**config.mk**
```make
export PLATFORM = sky130hd
export DESIGN_NAME = bin2bcd_seq_flat
export DESIGN_NICKNAME = d
export VERILOG_FILES = /design/src/rtl/bin2bcd_seq_if.sv /design/src/rtl/bin2bcd_seq.sv /design/src/flat_wrapper.sv
export SDC_FILE = /design/constraint.sdc
export NUM_CORES = 1
export LEC_CHECK = 0
export ABC_AREA = 1
export CAP_MARGIN = 20
export CORE_UTILIZATION = 51
export CTS_BUF_LIST = sky130_fd_sc_hd__clkbuf_2 sky130_fd_sc_hd__clkbuf_4 sky130_fd_sc_hd__clkbuf_8
export DETAILED_ROUTE_END_ITERATION = 7
export GPL_TIMING_DRIVEN = 1
export PLACE_DENSITY = 0.85
export SYNTH_ARGS = -nofsm -noshare
export SYNTH_HDL_FRONTEND = slang
export SYNTH_SLANG_ARGS = --single-unit
export TNS_END_PERCENT = 5
```
**constraint.sdc**
```tcl
create_clock -name Clk -period 1.4 [get_ports Clk]
set_clock_uncertainty 0.15 [all_clocks]
set_input_delay 0.28 -clock Clk [delete_from_list [all_inputs] [get_ports Clk]]
set_output_delay 0.28 -clock Clk [all_outputs]
set_load 0.01 [all_outputs]
```
**src/rtl/bin2bcd_seq_if.sv**
```systemverilog
// rtl/bin2bcd_seq_if.sv - start/busy/done handshake and BCD result bundle for bin2bcd_seq
interface bin2bcd_seq_if #(
    parameter int WIDTH = 8
);
    logic             Start;
    logic [WIDTH-1:0] Bin_In;
    logic             Busy;
    logic             Done;
    logic [3:0]       Ones;
    logic [3:0]       Tens;
    logic [3:0]       Hundreds;
    logic             Neg;

    modport master (
        output Start, Bin_In,
        input  Busy, Done, Ones, Tens, Hundreds, Neg
    );

    modport slave (
        input  Start, Bin_In,
        output Busy, Done, Ones, Tens, Hundreds, Neg
    );
endinterface

```
**src/rtl/bin2bcd_seq.sv**
```systemverilog
// rtl/bin2bcd_seq.sv - sequential double-dabble binary-to-BCD converter (3 digits + sign)
// Optional two's-complement input handling is enabled by defining SIGNED_INPUT_EN.
module bin2bcd_seq #(
    parameter int WIDTH = 8
) (
    input logic          Clk,
    input logic          Reset,
    bin2bcd_seq_if.slave bus
);
    localparam int CW = $clog2(WIDTH + 1);

    localparam logic [1:0] S_IDLE  = 2'd0;
    localparam logic [1:0] S_SHIFT = 2'd1;
    localparam logic [1:0] S_DONE  = 2'd2;

    logic [1:0]       state;
    logic [CW-1:0]    cnt;
    logic [WIDTH-1:0] sreg;
    logic [11:0]      scratch;
    logic [10:0]      scratch_adj;
    logic [WIDTH-1:0] mag_in;
    logic             done_q;
    logic [3:0]       ones_q;
    logic [3:0]       tens_q;
    logic [3:0]       hund_q;

    function automatic logic [3:0] adj3(input logic [3:0] d);
        return (d >= 4'd5) ? d + 4'd3 : d;
    endfunction

    // Hundreds stays <= 2 before the final shift, so its top bit is always zero
    // and only the low 11 bits of the adjusted scratch survive the shift.
    function automatic logic [10:0] adj_scratch(input logic [11:0] s);
        logic [3:0] h;
        h = adj3(s[11:8]);
        return {h[2:0], adj3(s[7:4]), adj3(s[3:0])};
    endfunction

    assign scratch_adj = adj_scratch(scratch);

`ifdef SIGNED_INPUT_EN
    logic sign_in;
    logic sign_q;
    logic neg_q;

    // A WIDTH-bit unsigned field already holds 2^(WIDTH-1), so negating in
    // WIDTH bits covers the most-negative input.
    assign sign_in = bus.Bin_In[WIDTH-1];
    assign mag_in  = sign_in ? (~bus.Bin_In + 1'b1) : bus.Bin_In;

    always_ff @(posedge Clk) begin
        if (Reset) begin
            sign_q <= 1'b0;
            neg_q  <= 1'b0;
        end else begin
            if (state == S_IDLE && bus.Start)
                sign_q <= sign_in;
            if (state == S_DONE)
                neg_q <= sign_q;
        end
    end

    assign bus.Neg = neg_q;
`else
    assign mag_in  = bus.Bin_In;
    assign bus.Neg = 1'b0;
`endif

    always_ff @(posedge Clk) begin
        if (Reset) begin
            state   <= S_IDLE;
            cnt     <= '0;
            sreg    <= '0;
            scratch <= '0;
            done_q  <= 1'b0;
            ones_q  <= 4'd0;
            tens_q  <= 4'd0;
            hund_q  <= 4'd0;
        end else begin
            done_q <= 1'b0;
            case (state)
                S_IDLE: begin
                    if (bus.Start) begin
                        sreg    <= mag_in;
                        scratch <= '0;
                        cnt     <= CW'(WIDTH);
                        state   <= S_SHIFT;
                    end
                end
                S_SHIFT: begin
                    // One settle edge after the last shift keeps latency at WIDTH+2.
                    if (cnt != '0) begin
                        scratch <= {scratch_adj, sreg[WIDTH-1]};
                        sreg    <= {sreg[WIDTH-2:0], 1'b0};
                        cnt     <= cnt - CW'(1);
                    end else begin
                        state <= S_DONE;
                    end
                end
                S_DONE: begin
                    ones_q <= scratch[3:0];
                    tens_q <= scratch[7:4];
                    hund_q <= scratch[11:8];
                    done_q <= 1'b1;
                    state  <= S_IDLE;
                end
                default: state <= S_IDLE;
            endcase
        end
    end

    assign bus.Busy     = (state != S_IDLE);
    assign bus.Done     = done_q;
    assign bus.Ones     = ones_q;
    assign bus.Tens     = tens_q;
    assign bus.Hundreds = hund_q;
endmodule
```
**src/flat_wrapper.sv**
```systemverilog
// flat-port wrapper written by rule: the top's interface ports become plain ports
module bin2bcd_seq_flat 
#(
    parameter int WIDTH = 8
)
  (Clk, Reset, bus_Start, bus_Bin_In, bus_Busy, bus_Done, bus_Ones, bus_Tens, bus_Hundreds, bus_Neg);
  bin2bcd_seq_if #(.WIDTH(WIDTH)) bus_i ();
  input logic Clk;
  input logic Reset;
  input wire logic [$bits(bus_i.Start)-1:0] bus_Start;
  input wire logic [$bits(bus_i.Bin_In)-1:0] bus_Bin_In;
  output wire logic [$bits(bus_i.Busy)-1:0] bus_Busy;
  output wire logic [$bits(bus_i.Done)-1:0] bus_Done;
  output wire logic [$bits(bus_i.Ones)-1:0] bus_Ones;
  output wire logic [$bits(bus_i.Tens)-1:0] bus_Tens;
  output wire logic [$bits(bus_i.Hundreds)-1:0] bus_Hundreds;
  output wire logic [$bits(bus_i.Neg)-1:0] bus_Neg;
  assign bus_i.Start = bus_Start;
  assign bus_i.Bin_In = bus_Bin_In;
  assign bus_Busy = bus_i.Busy;
  assign bus_Done = bus_i.Done;
  assign bus_Ones = bus_i.Ones;
  assign bus_Tens = bus_i.Tens;
  assign bus_Hundreds = bus_i.Hundreds;
  assign bus_Neg = bus_i.Neg;
  bin2bcd_seq #(.WIDTH(WIDTH)) u_core (.Clk(Clk), .Reset(Reset), .bus(bus_i));
endmodule
```
==> impl_metrics.csv <==
group,metric,value,unit
place,io_buffers,24,
cts,hold_buffers,0,
final_layout,final_layout_size_suffix_gt1_frac,0.3433,
place,dpl.hpwl,2747,um
cts,clock_sinks,39,
floorplanning,ios,26,
floorplanning,die_h,62.48,um
floorplanning,die_area,0.003904,mm2
route,wirelength,4324,um
synthesis,ys_types,25,
place,dp.cells,337,
route,viasPerCell,5.202,
cts,ctsLongestPathBuffers,2,
outcome,status,"completed",
grt,grt_pass1_wl,7031,um
cts,cts_buffers,5,
grt,antenna_found_initial,0,
route,vias,1800,
route,drc,0,
cts,clock_latency,0.35,ns
final_layout,antenna-diode-count,0,
final_layout,area_delta_synth_final,34.00,%
timing,tns,0,ns
cts,h-tree-depth,2,
synthesis,synth_top_area_cell,"dfxtp_1",
route,drt_iter0_markers,93,
power_and_ir_drop,p_leak,1.047,nW
final_layout,fin_util,0.7319,
grt,grt_max_degree,25,
timing,fin_crit,1.396,ns
final_layout,nFillCells,250,
cts,clk_pin_slew,0.13,ns
synthesis,syn-num-nets,274,
synthesis,yosysSeqAreaShare,0.4185,
grt,grtUsageTotal,0.2291,
critical_path,critPathTopFamily,"flip-flops",
critical_path,crit_chain,"inv_4 > ha_4 > a21oi_2 > buf_6 > nand3_1 > a21oi_1",
floorplanning,start_util,0.5462,
cts,root_buffer,"clkbuf_4",
cts,cts_tree,"yes",
synthesis,synth_warnings,0,
timing,fmax,716.5,MHz
power_and_ir_drop,power_density,1045,mW/mm2
worst_hold_path,min_path_type,"flip-flop to flip-flop",
critical_path,worst-path-max-fanout,8,
floorplanning,dieWidth,62.48,um
route,wl_per_cell,12.50,um
synthesis,syn-cell-area,0.001866,mm2
route,drtPass1Iterations,6,
timing,rsz0062_at_grt,"yes",
synthesis,synth-seq-cells,39,
synthesis,synth_top_area_share,0.4185,
route,ant_nets,0,
critical_path,critPathRequiredTime,1.54,ns
synthesis,postSynthCellCount,255,
final_layout,finalInstanceArea,0.002500,mm2
synthesis,synth.avg_cell_area,7.316,um2
critical_path,critical_path_class,"flip-flop to flip-flop",
critical_path,cp.arrival,1.53,ns
run,drv_cap,0,
critical_path,start_kind,"flip-flop",
critical_path,cpPeakStageDelay,0.38,ns
timing,finalCritPeriodShare,0.9969,
floorplanning,core.rowCount,21,
place,gp_congestion,0.8105,
timing,holdWs,0.3175,ns
grt,grt-ovfl-total,0,
timing,final-hold-violation-count,0,
timing,finalSetupViolCount,0,
synthesis,synth.area.top_cells,"dfxtp_1 42%, nand2_1 16%, a21oi_1 6.7%, ha_1 5.4%, inv_1 4.2%",
critical_path,cp_slowest_cell,"dfxtp_2",
timing,slew_viol_final,0,
final_layout,layoutNonFillerInstCount,346,
grt,grt_pass1_vias,1651,
floorplanning,core_area,0.003416,mm2
power_and_ir_drop,vdd_drop_max,0.7387,mV
critical_path,crit_buf_inv,2,
final_layout,nets,318,
critical_path,end_kind,"flip-flop",
place,place_area,0.002295,mm2
[final timing paths]
kind / from / cells after the start / to / slack [ns]
worst max-delay path: u_core.cnt[0]$_SDFFE_PP0P_ / 6 / u_core.scratch[7]$_SDFFE_PP0P_ / 0.004
worst min-delay path: u_core.sreg[7]$_SDFFE_PP0P_ / 2 / u_core.scratch[0]$_SDFFE_PP0P_ / 0.32
worst max register to register: u_core.cnt[0]$_SDFFE_PP0P_ / 6 / u_core.scratch[7]$_SDFFE_PP0P_ / 0.004
worst min register to register: u_core.sreg[7]$_SDFFE_PP0P_ / 2 / u_core.scratch[0]$_SDFFE_PP0P_ / 0.32
[layer usage]
metal | global-route usage | routed length (um) | vias to the layer above
met5 | 0 | 0 | -
met4 | 0.1105 | 68 | 0
met3 | 0.06569 | 176 | 8
met2 | 0.3777 | 2103 | 46
met1 | 0.2721 | 1976 | 829
li1 | - | - | 917
[worst min-delay path, cell delays in order, from the launching register on]
cell	delay, ns
dfxtp_1	0.33
nand2_1	0.06
a21oi_1	0.06
[power breakdown]
group / internal (W) / leakage [nW] / switching, W / total [W]
registers: 0.00118 / 0.325 / 0.0000491 / 0.00123
clock network: 0.000376 / 0.0452 / 0.000396 / 0.000771
logic: 0.000265 / 0.676 / 0.000342 / 0.000607
[final cells by class]
cell class | instances | area [um2] | share of cell area
Clock inverter | 3 | 43.79 | 0.01752
Clock buffer | 5 | 37.54 | 0.01502
Inverter | 24 | 110.1 | 0.04404
Multi-Input combinational cell | 181 | 1022 | 0.4089
Timing Repair Buffer | 48 | 425.4 | 0.1702
Tap cell | 46 | 57.56 | 0.02302
Sequential cell | 39 | 803.3 | 0.3213
[per-stage QoR]
step                      total power [W]  setup slack [ns]
after floorplan                  0.001589           0.02633
after global placement           0.001763           -0.1477
after detailed placement         0.001778           -0.1858
after CTS                        0.002542           -0.1388
after global routing             0.002748          -0.04988
final                            0.002611          0.004381
[placed cells by master, fill, tap and decap left out, types with 3 or more instances in the layout]
cell / Yosys / layout
a211oi_1: 10 / 9
nand3_2: 0 / 4
a21oi_2: 3 / 9
dfxtp_1: 39 / 21
inv_1: 21 / 13
nand4_1: 7 / 7
nand2_1: 82 / 74
clkdlybuf4s50_1: 0 / 10
nand3_1: 13 / 9
inv_2: 1 / 8
nand2_2: 0 / 7
clkbuf_2: 0 / 6
nand2_4: 3 / 3
buf_4: 3 / 19
clkbuf_4: 0 / 5
o21ai_0: 5 / 4
ha_1: 8 / 5
nor2_1: 18 / 17
a21oi_1: 25 / 19
buf_6: 2 / 4
dfxtp_2: 0 / 18
clkdlybuf4s15_1: 0 / 4
[registers in the layout, indices dropped and copies added, names as in the netlist]
register,flops
u_core.bus.Hundreds,4
u_core.state,2
u_core.scratch,12
u_core.bus.Tens,4
u_core.cnt,4
u_core.bus.Done,1
u_core.bus.Ones,4
u_core.sreg,8
[cells by family after synthesis]
logic type	Yosys count	synth area share
simple gates	129	0.3005
buf+inv	35	0.09054
other cells	1	0.002010
compound gates	43	0.1348
fa+ha+maj	8	0.05366
flops	39	0.4185
[synthesized netlist by cell type (all sizes together)]
cell type	instances
nand2	85
nand3	13
nor2	19
clkbuf	3
o21ai	5
conb	1
nand3b	2
inv	23
or2	1
a211oi	10
ha	8
buf	8
dfxtp	39
nand4	7
clkinv	1
nor3	2
a21oi	28
[repair_timing]
action | CTS | global route
pin swaps | 1 | 3
endpoints found under the setup margin | 38 | 43
gates resized for setup | 40 | 60
setup buffers | 0 | 1
No activity file was read; power rests on OpenSTA's default activity.
